--- src/rtl/spi_master_dc.sv ---
// SPI master (CPHA=0, CPOL param) with D/C line and burst chip-select hold; SPI_RX_EN adds miso/rx_data/rx_valid.
// Latency: accept cycle + 2*CLK_DIV*DATA_W SHIFT cycles + CLK_DIV HOLD cycles, done in the last HOLD cycle.
// Backpressure: tx_ready only in IDLE/WAIT; a word in flight is never cut short by tx_* inputs.
module spi_master_dc #(
  parameter int   DATA_W  = 8,
  parameter int   CLK_DIV = 1,
  parameter logic CPOL    = 1'b0
) (
  input  logic              clk,
  input  logic              rst,
  input  logic [DATA_W-1:0] tx_data,
  input  logic              tx_dc,
  input  logic              tx_last,
  input  logic              tx_valid,
  output logic              tx_ready,
  output logic              sclk,
  output logic              mosi,
  output logic              cs_n,
  output logic              dc,
  output logic              busy,
`ifdef SPI_RX_EN
  input  logic              miso,
  output logic [DATA_W-1:0] rx_data,
  output logic              rx_valid,
`endif
  output logic              done
);

  localparam int BIT_W = $clog2(DATA_W + 1);
  localparam int DIV_W = $clog2(CLK_DIV + 1);
  localparam logic [BIT_W-1:0] BIT_LD = BIT_W'(DATA_W - 1);
  localparam logic [DIV_W-1:0] DIV_LD = DIV_W'(CLK_DIV - 1);

  localparam logic [2:0] IDLE  = 3'd0;
  localparam logic [2:0] SHIFT = 3'd1;
  localparam logic [2:0] HOLD  = 3'd2;
  localparam logic [2:0] WAIT  = 3'd3;
  localparam logic [2:0] GAP   = 3'd4;

  logic [2:0]        state, state_n;
  logic [BIT_W-1:0]  bit_cnt, bit_n;
  logic [DIV_W-1:0]  div_cnt, div_n;
  logic              half, half_n;
  logic [DATA_W-1:0] sreg, sreg_n;
  logic              last_q, last_n;
  logic              dc_n;
  logic              done_n;
  logic              accept;

  assign tx_ready = (state == IDLE) || (state == WAIT);
  assign busy     = (state != IDLE);
  assign accept   = tx_valid && tx_ready;

  // half=0 is the mosi-setup half of a bit, half=1 the half after the sampling edge
  always_comb begin
    state_n = state;
    bit_n   = bit_cnt;
    div_n   = div_cnt;
    half_n  = half;
    sreg_n  = sreg;
    last_n  = last_q;
    dc_n    = dc;
    case (state)
      IDLE, WAIT: begin
        if (accept) begin
          state_n = SHIFT;
          bit_n   = BIT_LD;
          div_n   = DIV_LD;
          half_n  = 1'b0;
          sreg_n  = tx_data;
          last_n  = tx_last;
          dc_n    = tx_dc;
        end
      end
      SHIFT: begin
        if (div_cnt != '0) begin
          div_n = div_cnt - DIV_W'(1);
        end else if (!half) begin
          half_n = 1'b1;
          div_n  = DIV_LD;
        end else if (bit_cnt != '0) begin
          half_n = 1'b0;
          div_n  = DIV_LD;
          bit_n  = bit_cnt - BIT_W'(1);
          sreg_n = sreg << 1;
        end else begin
          state_n = HOLD;
          half_n  = 1'b0;
          div_n   = DIV_LD;
          bit_n   = '0;
        end
      end
      HOLD: begin
        if (div_cnt != '0) begin
          div_n = div_cnt - DIV_W'(1);
        end else if (last_q) begin
          state_n = GAP;
          div_n   = DIV_LD;
          bit_n   = '0;
        end else begin
          state_n = WAIT;
          div_n   = '0;
          bit_n   = '0;
        end
      end
      GAP: begin
        if (div_cnt != '0) begin
          div_n = div_cnt - DIV_W'(1);
        end else begin
          state_n = IDLE;
          div_n   = '0;
          bit_n   = '0;
        end
      end
      default: begin
        state_n = IDLE;
        div_n   = '0;
        bit_n   = '0;
        half_n  = 1'b0;
      end
    endcase
  end

  assign done_n = (state_n == HOLD) && (div_n == '0);

  // Outputs are registered from next-state values so pins change together with the FSM
  always_ff @(posedge clk or negedge rst) begin
    if (!rst) begin
      state   <= IDLE;
      bit_cnt <= '0;
      div_cnt <= '0;
      half    <= 1'b0;
      sreg    <= '0;
      last_q  <= 1'b0;
      sclk    <= CPOL;
      mosi    <= 1'b0;
      cs_n    <= 1'b1;
      dc      <= 1'b0;
      done    <= 1'b0;
    end else begin
      state   <= state_n;
      bit_cnt <= bit_n;
      div_cnt <= div_n;
      half    <= half_n;
      sreg    <= sreg_n;
      last_q  <= last_n;
      sclk    <= ((state_n == SHIFT) && half_n) ? ~CPOL : CPOL;
      if (state_n == SHIFT) mosi <= sreg_n[DATA_W-1];
      cs_n    <= !((state_n == SHIFT) || (state_n == HOLD) || (state_n == WAIT));
      dc      <= dc_n;
      done    <= done_n;
    end
  end

`ifdef SPI_RX_EN
  logic [DATA_W-1:0] rx_sreg, rx_sreg_n;
  logic              rx_sample;

  // First cycle of the second half is the cycle in which sclk shows its sampling edge
  assign rx_sample = (state == SHIFT) && half && (div_cnt == DIV_LD);
  assign rx_sreg_n = rx_sample ? {rx_sreg[DATA_W-2:0], miso} : rx_sreg;

  always_ff @(posedge clk or negedge rst) begin
    if (!rst) begin
      rx_sreg  <= '0;
      rx_data  <= '0;
      rx_valid <= 1'b0;
    end else begin
      rx_sreg  <= rx_sreg_n;
      rx_valid <= done_n;
      if (done_n) rx_data <= rx_sreg_n;
    end
  end
`endif

endmodule
--- config.mk ---
export PLATFORM = sky130hd
export DESIGN_NAME = spi_master_dc
export DESIGN_NICKNAME = d
export VERILOG_FILES = /design/src/rtl/spi_master_dc.sv
export SDC_FILE = /design/constraint.sdc
export NUM_CORES = 1
export LEC_CHECK = 0
export CAP_MARGIN = 10
export CELL_PAD_IN_SITES_DETAIL_PLACEMENT = 0
export CELL_PAD_IN_SITES_GLOBAL_PLACEMENT = 1
export CORE_UTILIZATION = 43
export DETAILED_ROUTE_END_ITERATION = 16
export PLACE_DENSITY_LB_ADDON = 0.1
export SETUP_SLACK_MARGIN = 0.02
export SLEW_MARGIN = 5
export SYNTH_ARGS = -nofsm -noshare
export SYNTH_HDL_FRONTEND = slang
export SYNTH_SLANG_ARGS = --single-unit
--- constraint.sdc ---
create_clock -name clk -period 3.01 [get_ports clk]
set_input_delay 0.301 -clock clk [delete_from_list [all_inputs] [get_ports clk]]
set_output_delay 0.301 -clock clk [all_outputs]
set_load 0.03 [all_outputs]
After elaboration in Yosys (flattened, before gate mapping)
Cells that the tools add are included.
Word-level totals
  bits in registers: 23
  input bits: 13
  output and inout bits: 7
  logic and storage cells: 71
Operators by class
  add/sub/neg operators: 2
  equality and inequality tests: 12
  mux-type cells: 27
  bitwise gates (word level): 1
  reductions and logical operators: 17
Operator list (count)
  two-way mux 8 bit: 4
  two-way mux 3 bit: 7
  two-way mux 4 bit: 5
  one-hot mux 8 bit (2 select lines): 1
  equality test 3 x 2 -> 1 bit, second input constant: 4
  one-hot mux 3 bit (4 select lines): 1
  one-hot mux 4 bit (3 select lines): 1
  inequality test 2 bit, second input constant: 5
  equality test 3 x 1 -> 1 bit, second input constant: 2
  two-way mux 1 bit: 6
  AND reduction 5 bit: 1
  AND reduction 4 bit: 1
  nonzero test 4 bit: 1
  OR reduction 2 bit: 2
  subtractor 4 x 1 -> 4 bit, second input constant: 1
  equality test 3 bit, second input constant: 1
  logical AND 1 bit: 3
  logical NOT 3 bit: 1
  logical OR 1 bit: 3
  one-hot mux 1 bit (3 select lines): 1
  nonzero test 3 bit: 1
  OR reduction 3 bit: 1
  one-hot mux 1 bit (2 select lines): 1
  AND reduction 2 bit: 1
  other kinds (4): 4

Logic depth before layout (Yosys ltp)
Gate-level depths: netlist of run 1.
  depth in word-level cells: 9
  depth in mapped cells: 6
  gate-level depth less buffers: 6

Least setup slack after synthesis of run 1
OpenSTA, ideal clock, no wires.
  kind: register -> register
  from: register state[2]
  to: register bit_cnt[3]
  setup time: 0.078 ns
  arrival: 1.591 ns
  required time: 2.932 ns
  path slack: 1.341 ns
  cell stages (with the launch flop): 6
  buffers on the path: 1
  clock period less this slack: 1.669 ns
  path through: dfrtp_1 or3b_1 buf_2 or2_4 or3b_1 o2bb2ai_1
On the way
  word-level cells in the longest chain between the ends: 5
  elaborated cells between the ends (all ways): 15
  those cells by class: 8 x eq/ne; 1 x mux; 6 x reduce/logical
Ends and longest elaborated chain
  from (decl): line 40  | logic [2:0] state, state_n;
  from (signal assigned): line 141  | state <= state_n;
  equality test 3 x 2 -> 1 bit or logical NOT 3 bit (tied branches): line 50, 63
  logical OR 1 bit: line 50  | assign tx_ready = (state == IDLE) || (state == WAIT);
  logical AND 1 bit: line 52  | assign accept = tx_valid && tx_ready;
  inequality test 2 bit (no source line)
  AND reduction 4 bit (no source line)
  to (signal assigned): line 142  | bit_cnt <= bit_n;
  to (decl): line 41  | logic [BIT_W-1:0] bit_cnt, bit_n;
Parallel ways exist; a longest one is shown, timed or not.
A chain may end at the register's enable or synchronous reset.

Worst setup path in the final report of run 1
  from: register state[0]
  to: output port tx_ready
On the way
  word-level cells in the longest chain between the ends: 2
  elaborated cells between the ends (all ways): 3
  those cells by class: 1 x eq/ne; 2 x reduce/logical
Ends and longest elaborated chain
  equality test 3 x 2 -> 1 bit or logical NOT 3 bit (tied branches): line 50
  logical OR 1 bit (*): line 50
  to (decl): line 15  | output logic tx_ready,
Every way passes the cells marked *; elsewhere a longest branch is shown, timed or not.

==> results of run 1 <==
-- cells by family after synthesis --
group / synth area share (%)
DFF: 47.58
buffers and inverters: 4.128
adders and majority gates: 2.064
muxes: 3.715
AOI/OAI and AO/OA: 22.29
and+or+nand+nor: 20.23
-- synth_stat cells (all sizes together) (2+ instances only) --
cell and n:
o21ai 3, mux2 4, nor3 4, nand3b 2, a211oi 3, a21o 2
dfrtp 22, o211ai 2, a221o 6, and3 2, nor2b 5, buf 4
nand2 2, o31a 2, o31ai 4, o21a 2, or3b 2, or3 2
or2 2, inv 6, nor2 4, a21oi 3, nand2b 2, ha 2
and2 6, o2bb2ai 2, clkbuf 2
-- path summary, 6_finish.rpt --
check / startpoint / end / cells after the start / slack, ns
worst min register to register: dc / dc / 1 / 0.51
worst max register to register: bit_cnt[0] / sreg[4] / 6 / 0.91
worst min-delay path: rst / bit_cnt[1] / 2 / 0.33
min in group clk: dc / dc / 1 / 0.51
max in group asynchronous: rst / cs_n / 2 / 2.40
worst max-delay path: state[0] / tx_ready / 4 / 0.39
-- worst max-delay path: cells and delay by family (launching register included) --
kind          cells  cell delay, ns
buf+inv           2            0.74
flops             1            0.63
simple gates      2            0.64
-- stage by stage --
step / hold slack (ns) / instance area (um^2) / worst slack (ns)
floorplan: 0.005409 / 1212 / 1.341
global placement: 0.4685 / 1434 / 0.8013
detailed placement: 0.4739 / 1434 / 0.7505
CTS: 0.3298 / 1461 / 0.3825
global route: 0.3546 / 1461 / 0.2529
finish: 0.3294 / 1461 / 0.3899
-- routing by layer --
metal / vias up / global-route usage (%) / wire (um) / part of all wire [%]
li1: 465 / - / - / -
met4: 0 / 8.750 / 31 / 1.3
met1: 452 / 26.98 / 1155 / 49
met5: - / 0 / 0 / 0
met2: 18 / 27.51 / 1092 / 46
met3: 4 / 3.279 / 80 / 3.4
-- power groups by stage --
stage / clock network (mW) / registers, mW / logic (mW)
after floorplan: 0 / 0.568 / 0.672
after global placement: 0 / 0.557 / 0.917
after global routing: 0.163 / 0.575 / 1.03
after CTS: 0.151 / 0.556 / 0.939
final: 0.143 / 0.556 / 0.924
after detailed placement: 0 / 0.562 / 0.934
-- flip-flops by register name, summed over array words and instances, names as in the netlist --
name / cells
last_q: 1
mosi: 1
div_cnt: 1
half: 1
bit_cnt: 4
sreg: 8
cs_n: 1
done: 1
dc: 1
state: 3
sclk: 1
-- layout make-up --
cell class | count | area share, %
multi-input combinational | 79 | 40.50
clock inverter | 1 | 0.3425
tap | 30 | 2.568
inverter | 6 | 1.541
timing repair buffer | 21 | 14.04
sequential | 23 | 39.47
clock buffer | 3 | 1.541
==> results.yml, run 1 <==
status:
  outcome: "completed"
worst_hold_path:
  min_path_type: "input pin to asynchronous set/reset pin"
synth:
  syn_area_per_cell_um2: 10.64
  synth_edf_count: 0
  synth_flop_cell: "dfrtp_1"
  synth_cells: 114
  ys_warn_count: 0
  ys_seq_elements: 23
  yosys.area.top_type: "dfrtp_1"
  synth_top_area_share_pct: 45.41
  synth_area_leaders: "dfrtp_1 45%, a221o_1 5.0%, and2_1 3.1%"
  syn-num-nets: 129
  syn_area_mm2: 0.001212
  yosysSeqAreaShare_pct: 47.57
  synth_cell_types: 42
  synth-async-reset-ratio_pct: 100.0
power:
  switching_share_pct: 42.33
  p_int_uw: 935.9
  power_frac_clock_pct: 8.8
  leakagePower_nw: 0.6479
  power_switching_uw: 686.8
  powerDensity_mw_per_mm2: 1110
  power.total_mw: 1.623
  seqPwrFrac_pct: 34.2
  p_comb_share_pct: 56.9
  peakVddDrop_uv: 651.1
global_route:
  overflow: 0
  grt_max_degree: 24
  antenna_found_initial: 0
  grt_pass1_vias: 886
  grt_use_total_pct: 18.86
  grt_pass1_wl_mm: 3.919
floorplan:
  dieArea_mm2: 0.003036
  core_mm2: 0.002567
  num_io_pins: 20
  die_h_um: 55.10
  chipWidth_um: 55.10
  num_rows: 18
  start_util_pct: 47.22
place:
  dpl.cell_count: 159
  gp_congestion: 0.9172
  portBuffers: 19
  dp_hpwl_mm: 1.679
sta:
  max_freq_mhz: 381.7
  finalHoldViolCount: 0
  period_share_pct: 87.05
  finalSetupViolCount: 0
  layout_min_cycle_time_ns: 2.620
  slew_headroom_pct: 61.45
  tns_ns: 0
  maxSlewViolCount: 0
  rsz0062_at_grt: "false"
  tightestPinTransition_ns: 0.5734
  fin_worst_skew_ns: 0.003118
layout:
  fillCellCount: 244
  final_util_pct: 56.92
  syn_to_final_growth_pct: 20.54
  final_layout_size_suffix_gt1_share_pct: 11.28
  regArea_um2: 576.8
  stdcell_count: 163
  final_common_cell: "dfrtp_1"
  mostFrequentLayoutCells: "22 x dfrtp_1, 19 x clkdlybuf4s50_1, 6 x inv_1, 6 x and2_1, 6 x a221o_1"
  multiInputGateArea_um2: 591.8
  final_nets: 149
  antennaDiodeCount: 0
detailed_routing:
  routedWlPerCell_um: 14.47
  firstDrtPassIters: 5
  vias: 939
  drt-total-wl_mm: 2.359
  via_per_inst: 5.761
  drt-initial-drc-count: 22
  drtAntennaViolNets: 0
  drc: 0
clock_tree:
  clkTransAtPathRegs_ns: 0.13
  numCtsBuffers: 3
  post_cts_buffers: 0
  ctsHoldBuffers: 0
  cts_resized: 0
  cts_sinks: 23
  cts_htree_levels: 1
  cts_tree: "yes"
  clk_path_buf_depth: 2
  insertion_delay_ns: 0.31
  cts-root-buf: "clkbuf_4"
critical_path:
  crit_fanout: 17
  path_class: "register to output port"
  end_kind: "output port"
  critPathSlowestCell: "clkdlybuf4s50_1"
  startpoint_type: "register"
  worstPathRequired_ns: 2.71
  max_stage_delay_ns: 0.66
  crit_chain: "and2b_1 > or3_1 > inv_1 > clkdlybuf4s50_1"
  arrival_ns: 2.32
job:
  maxCapViolCount: 0
(Power assumes the default switching activity.)
==> run 2: changes to the inputs <==
--- a/config.mk
+++ b/config.mk
@@ -8,8 +8,10 @@
 export CAP_MARGIN = 10
 export CELL_PAD_IN_SITES_DETAIL_PLACEMENT = 0
 export CELL_PAD_IN_SITES_GLOBAL_PLACEMENT = 1
-export CORE_UTILIZATION = 43
+export CORE_UTILIZATION = 46
+export CTS_BUF_LIST = sky130_fd_sc_hd__clkbuf_8
 export DETAILED_ROUTE_END_ITERATION = 16
+export HOLD_SLACK_MARGIN = 0.15
 export PLACE_DENSITY_LB_ADDON = 0.1
 export SETUP_SLACK_MARGIN = 0.02
 export SLEW_MARGIN = 5
==> run 2 against run 1 <==
Compared with the run above:
- first-iteration DRC count grew 9.1%
- clock skew grew 0.0020 ns
- non-clock buffer count shrank 1
- routed wire length up 5.0%
- utilization rose by 2.6 points
- register-to-register slack gained 0.03 ns
- power increased by 4.1%
- sequential cell count stayed put
- sequential power is essentially flat
- clock-buffer cell count unchanged
- critical endpoint unchanged
- largest cell class unchanged
==> results.yml, run 2 (same netlist as run 1, synthesis figures left out) <==
layout:
  syn_to_final_growth_pct: 21.67
  stdcell_count: 162
  final_layout_size_suffix_gt1_share_pct: 10.61
  final_common_cell: "dfrtp_1"
  largest_register_ff_count: 8
  antennaDiodeCount: 0
  fillCellCount: 234
  mostFrequentLayoutCells: "22 x dfrtp_1, 19 x clkdlybuf4s50_1, 6 x inv_1, 6 x and2_1, 6 x a221o_1"
  regMostFlops: "sreg"
  regArea_um2: 576.8
  design_area_mm2: 0.001475
  top_regs: "sreg x8, bit_cnt x4, state x3"
  final_nets: 148
  multiInputGateArea_um2: 591.8
critical_path:
  r2r-end: "sreg[5]"
  worstPathRequired_ns: 2.71
  max_stage_delay_ns: 0.67
  crit_chain: "and2b_1 > or3_1 > inv_1 > clkdlybuf4s50_1"
  path_class: "register to output port"
  startpoint_type: "register"
  cp_num_buf_inv: 2
  critPathSlowestCell: "clkdlybuf4s50_1"
  end_kind: "output port"
  worstReg2RegStart: "bit_cnt[0]"
  crit_fanout: 17
  critical_path.top_delay_family: "buffers and inverters"
  ff2ff_path_depth: 6
  arrival_ns: 2.28
  r2r_slack_ns: 0.94
global_route:
  overflow: 0
  grt_pass1_vias: 893
  grt_pass1_wl_mm: 4.098
  grt_use_total_pct: 20.31
  antenna_found_initial: 0
  grt_max_degree: 24
place:
  dpl_cell_area_mm2: 0.001426
  gp_congestion: 0.8497
  portBuffers: 19
  dpl.cell_count: 158
  dp_hpwl_mm: 1.819
detailed_routing:
  vias: 958
  drt-total-wl_mm: 2.477
  drt-initial-drc-count: 24
  via_per_inst: 5.914
  firstDrtPassIters: 4
  routedWlPerCell_um: 15.29
  drc: 0
  drtAntennaViolNets: 0
floorplan:
  num_io_pins: 20
  core_mm2: 0.002477
  dieArea_mm2: 0.002845
  chipWidth_um: 53.34
  num_rows: 18
  start_util_pct: 48.94
  die_h_um: 53.34
power:
  power.total_mw: 1.689
  peakVddDrop_uv: 587.8
  powerDensity_mw_per_mm2: 1145
  leakagePower_nw: 0.6471
clock_tree:
  ctsHoldBuffers: 0
  clk_path_buf_depth: 2
  cts_htree_levels: 1
  cts_resized: 0
  cts_sinks: 23
  numCtsBuffers: 3
  cts_tree: "yes"
  insertion_delay_ns: 0.27
  clkTransAtPathRegs_ns: 0.08
  post_cts_buffers: 0
  cts-root-buf: "clkbuf_8"
job:
  maxCapViolCount: 0
sta:
  rsz0062_at_grt: "false"
  tns_ns: 0
  fin_worst_skew_ns: 0.005128
  finalSetupViolCount: 0
  maxSlewViolCount: 0
  slew_headroom_pct: 32.11
  max_freq_mhz: 388.0
  tightestPinTransition_ns: 1.015
  timing.hold.ws_ns: 0.4981
  finalHoldViolCount: 0
  period_share_pct: 85.63
  layout_min_cycle_time_ns: 2.578
status:
  outcome: "completed"
worst_hold_path:
  whs_path_depth: 1
  whs_endpoint: "dc"
  min_from: "dc"
  min_path_type: "register to register"
run 2: changes by cell type in the layout (fill, tap and decap cells not counted), sizes merged:
cell / change
clkinv: -1
clkinvlp: +1
buf: -1
run 2: worst max path at each step:
stage / slack (ns) / from / cells past startpoint / end
floorplan: 1.34 / state[2] / 5 / bit_cnt[3]
global placement: 0.76 / state[0] / 4 / tx_ready
detailed placement: 0.76 / state[0] / 4 / tx_ready
CTS: 0.44 / state[0] / 4 / tx_ready
global route: 0.35 / state[0] / 4 / tx_ready
finish: 0.43 / state[0] / 4 / tx_ready
run 2: final cells by class:
| cell class | count | area share [%] |
|---|---|---|
| clock buffers | 3 | 2.799 |
| clock inverters | 1 | 0.5089 |
| inverters | 6 | 1.527 |
| multi-input cells | 79 | 40.12 |
| flip-flops and latches | 23 | 39.10 |
| well taps | 30 | 2.545 |
| repair buffers | 20 | 13.40 |
run 2: metrics by stage:
step | worst slack, ns | utilization [%]
after floorplan | 1.341 | -
after global placement | 0.7600 | 57.58
after detailed placement | 0.7580 | 57.58
after CTS | 0.4366 | 59.55
after global routing | 0.3452 | 59.55
final | 0.4325 | 59.55
run 2: power by group:
part	leakage (nW)	switching (mW)	internal, mW
Sequential	0.288	0.116	0.442
Clock	0.0217	0.0993	0.0937
Combinational	0.337	0.493	0.445
Total	0.647	0.708	0.981
run 2: routing by layer:
| layer | routed length (um) | global-route usage (%) |
|---|---|---|
| met5 | 0 | 0 |
| met4 | 21 | 5.263 |
| met3 | 90 | 5.172 |
| met2 | 1239 | 35.00 |
| met1 | 1126 | 24.82 |
==> run 3: changes to the inputs <==
--- a/config.mk
+++ b/config.mk
@@ -8,7 +8,7 @@
 export CAP_MARGIN = 10
 export CELL_PAD_IN_SITES_DETAIL_PLACEMENT = 0
 export CELL_PAD_IN_SITES_GLOBAL_PLACEMENT = 1
-export CORE_UTILIZATION = 46
+export CORE_UTILIZATION = 42
 export CTS_BUF_LIST = sky130_fd_sc_hd__clkbuf_8
 export DETAILED_ROUTE_END_ITERATION = 16
 export HOLD_SLACK_MARGIN = 0.15
==> constraint.sdc (replaced) <==
create_clock -name clk -period 2.4 [get_ports clk]
set_input_delay 0.24 -clock clk [delete_from_list [all_inputs] [get_ports clk]]
set_output_delay 0.24 -clock clk [all_outputs]
set_load 0.03 [all_outputs]
==> run 3 against run 2 <==
Compared with the run above:
- cell area is 2.5% higher
- worst hold slack lost 0.18 ns
- clock skew decreased by 0.00089 ns
- critical path depth down 1
- sequential cell count stayed put
- sequential power is 19% higher
- cell count up 3.7%
- highest routed layer unchanged
- global-route usage is 2.1 points lower
- combinational power grew 34%
==> results.yml, run 3 (same netlist as run 1, synthesis figures left out) <==
power:
  leakagePower_nw: 0.6915
  power.total_mw: 2.167
  peakVddDrop_uv: 847.3
  powerDensity_mw_per_mm2: 1432
sta:
  slew_headroom_pct: 68.93
  tightestPinTransition_ns: 0.4640
  finalSetupViolCount: 0
  maxSlewViolCount: 0
  tns_ns: 0
  layout_min_cycle_time_ns: 2.061
  period_share_pct: 85.88
  finalHoldViolCount: 0
  rsz0062_at_grt: "false"
  timing.hold.ws_ns: 0.3168
  fin_worst_skew_ns: 0.004241
  max_freq_mhz: 485.2
global_route:
  grt_use_total_pct: 18.25
  grt_max_degree: 24
  grt_pass1_vias: 957
  grt_pass1_wl_mm: 4.381
  overflow: 0
  antenna_found_initial: 0
detailed_routing:
  firstDrtPassIters: 4
  drt-initial-drc-count: 51
  via_per_inst: 5.732
  routedWlPerCell_um: 14.55
  drt-total-wl_mm: 2.445
  drc: 0
  vias: 963
  drtAntennaViolNets: 0
place:
  dp_hpwl_mm: 1.800
  portBuffers: 19
  gp_congestion: 0.8625
  dpl.cell_count: 164
critical_path:
  r2r-end: "bit_cnt[3]"
  worstReg2RegStart: "state[2]"
  cp_num_buf_inv: 2
  path_class: "register to output port"
  ff2ff_path_depth: 4
  arrival_ns: 1.82
  max_stage_delay_ns: 0.59
  crit_fanout: 9
  critPathSlowestCell: "clkdlybuf4s50_1"
  end_kind: "output port"
  endpoint: "busy"
  crit_chain: "buf_4 > or3_1 > clkdlybuf4s50_1"
  cp_num_cells: 3
  critical_path.top_delay_family: "buffers and inverters"
  worstPathRequired_ns: 2.16
  startpoint_type: "register"
  r2r_slack_ns: 0.46
  cp-startpoint: "state[0]"
clock_tree:
  clkTransAtPathRegs_ns: 0.08
  insertion_delay_ns: 0.27
  cts_tree: "yes"
  clk_path_buf_depth: 2
  cts_sinks: 23
  numCtsBuffers: 3
  post_cts_buffers: 0
  cts_htree_levels: 1
  cts-root-buf: "clkbuf_8"
  ctsHoldBuffers: 0
  cts_resized: 0
layout:
  syn_to_final_growth_pct: 24.77
  final_nets: 153
  final_common_cell: "dfrtp_1"
  stdcell_count: 168
  fillCellCount: 245
  mostFrequentLayoutCells: "22 x dfrtp_1, 18 x clkdlybuf4s50_1, 7 x inv_1"
  antennaDiodeCount: 0
  largest_register_ff_count: 8
  final_layout_size_suffix_gt1_share_pct: 13.14
  regMostFlops: "sreg"
  top_regs: "sreg x8, bit_cnt x4, state x3"
floorplan:
  die_h_um: 55.73
  core_mm2: 0.002734
  num_io_pins: 20
  dieArea_mm2: 0.003105
  num_rows: 19
  chipWidth_um: 55.73
  start_util_pct: 44.35
job:
  maxCapViolCount: 0
status:
  outcome: "completed"
worst_hold_path:
  min_path_type: "input pin to asynchronous set/reset pin"
## run 3: per-layer routing
layer	track usage [%]	up-vias	wire, um
li1	-	472	-
met1	24.70	470	1190
met2	28.57	17	1143
met3	3.023	4	66
met4	8.571	0	44
met5	0	-	0
## run 3: where the power goes
group / switching, mW / internal [mW] / total (mW)
logic: 0.647 / 0.617 / 1.26
registers: 0.111 / 0.556 / 0.666
clock network: 0.122 / 0.114 / 0.237
total: 0.880 / 1.29 / 2.17
## run 3: worst register-to-register path: cells and delay by family, from the launching register on
kind,cells,cell delay (ns)
compound gates,1,0.15
simple gates,3,1.18
flops,1,0.53
## run 3: final cells by class
type / instances / area (um^2) / area share, %
Multi-Input combinational cell: 79 / 591.8 / 39.12
Tap cell: 31 / 38.79 / 2.564
Timing Repair Buffer: 25 / 237.7 / 15.72
Clock inverter: 1 / 3.754 / 0.2481
Clock buffer: 3 / 41.29 / 2.730
Sequential cell: 23 / 576.8 / 38.13
Inverter: 6 / 22.52 / 1.489
## run 3: through the flow
step	setup WS (ns)	util, %	area (um^2)
floorplan	0.7306	-	1212
global placement	0.4044	53.59	1465
detailed placement	0.3745	53.59	1465
CTS	0.06326	55.24	1510
global route	0.2705	55.33	1513
finish	0.3390	55.33	1513
## run 3: worst min path at each step
stage	startpoint	to	cells past startpoint
floorplan	rst	bit_cnt[0]	0
global placement	dc	dc	1
detailed placement	dc	dc	1
CTS	rst	bit_cnt[2]	2
global route	rst	bit_cnt[2]	2
finish	rst	bit_cnt[2]	2
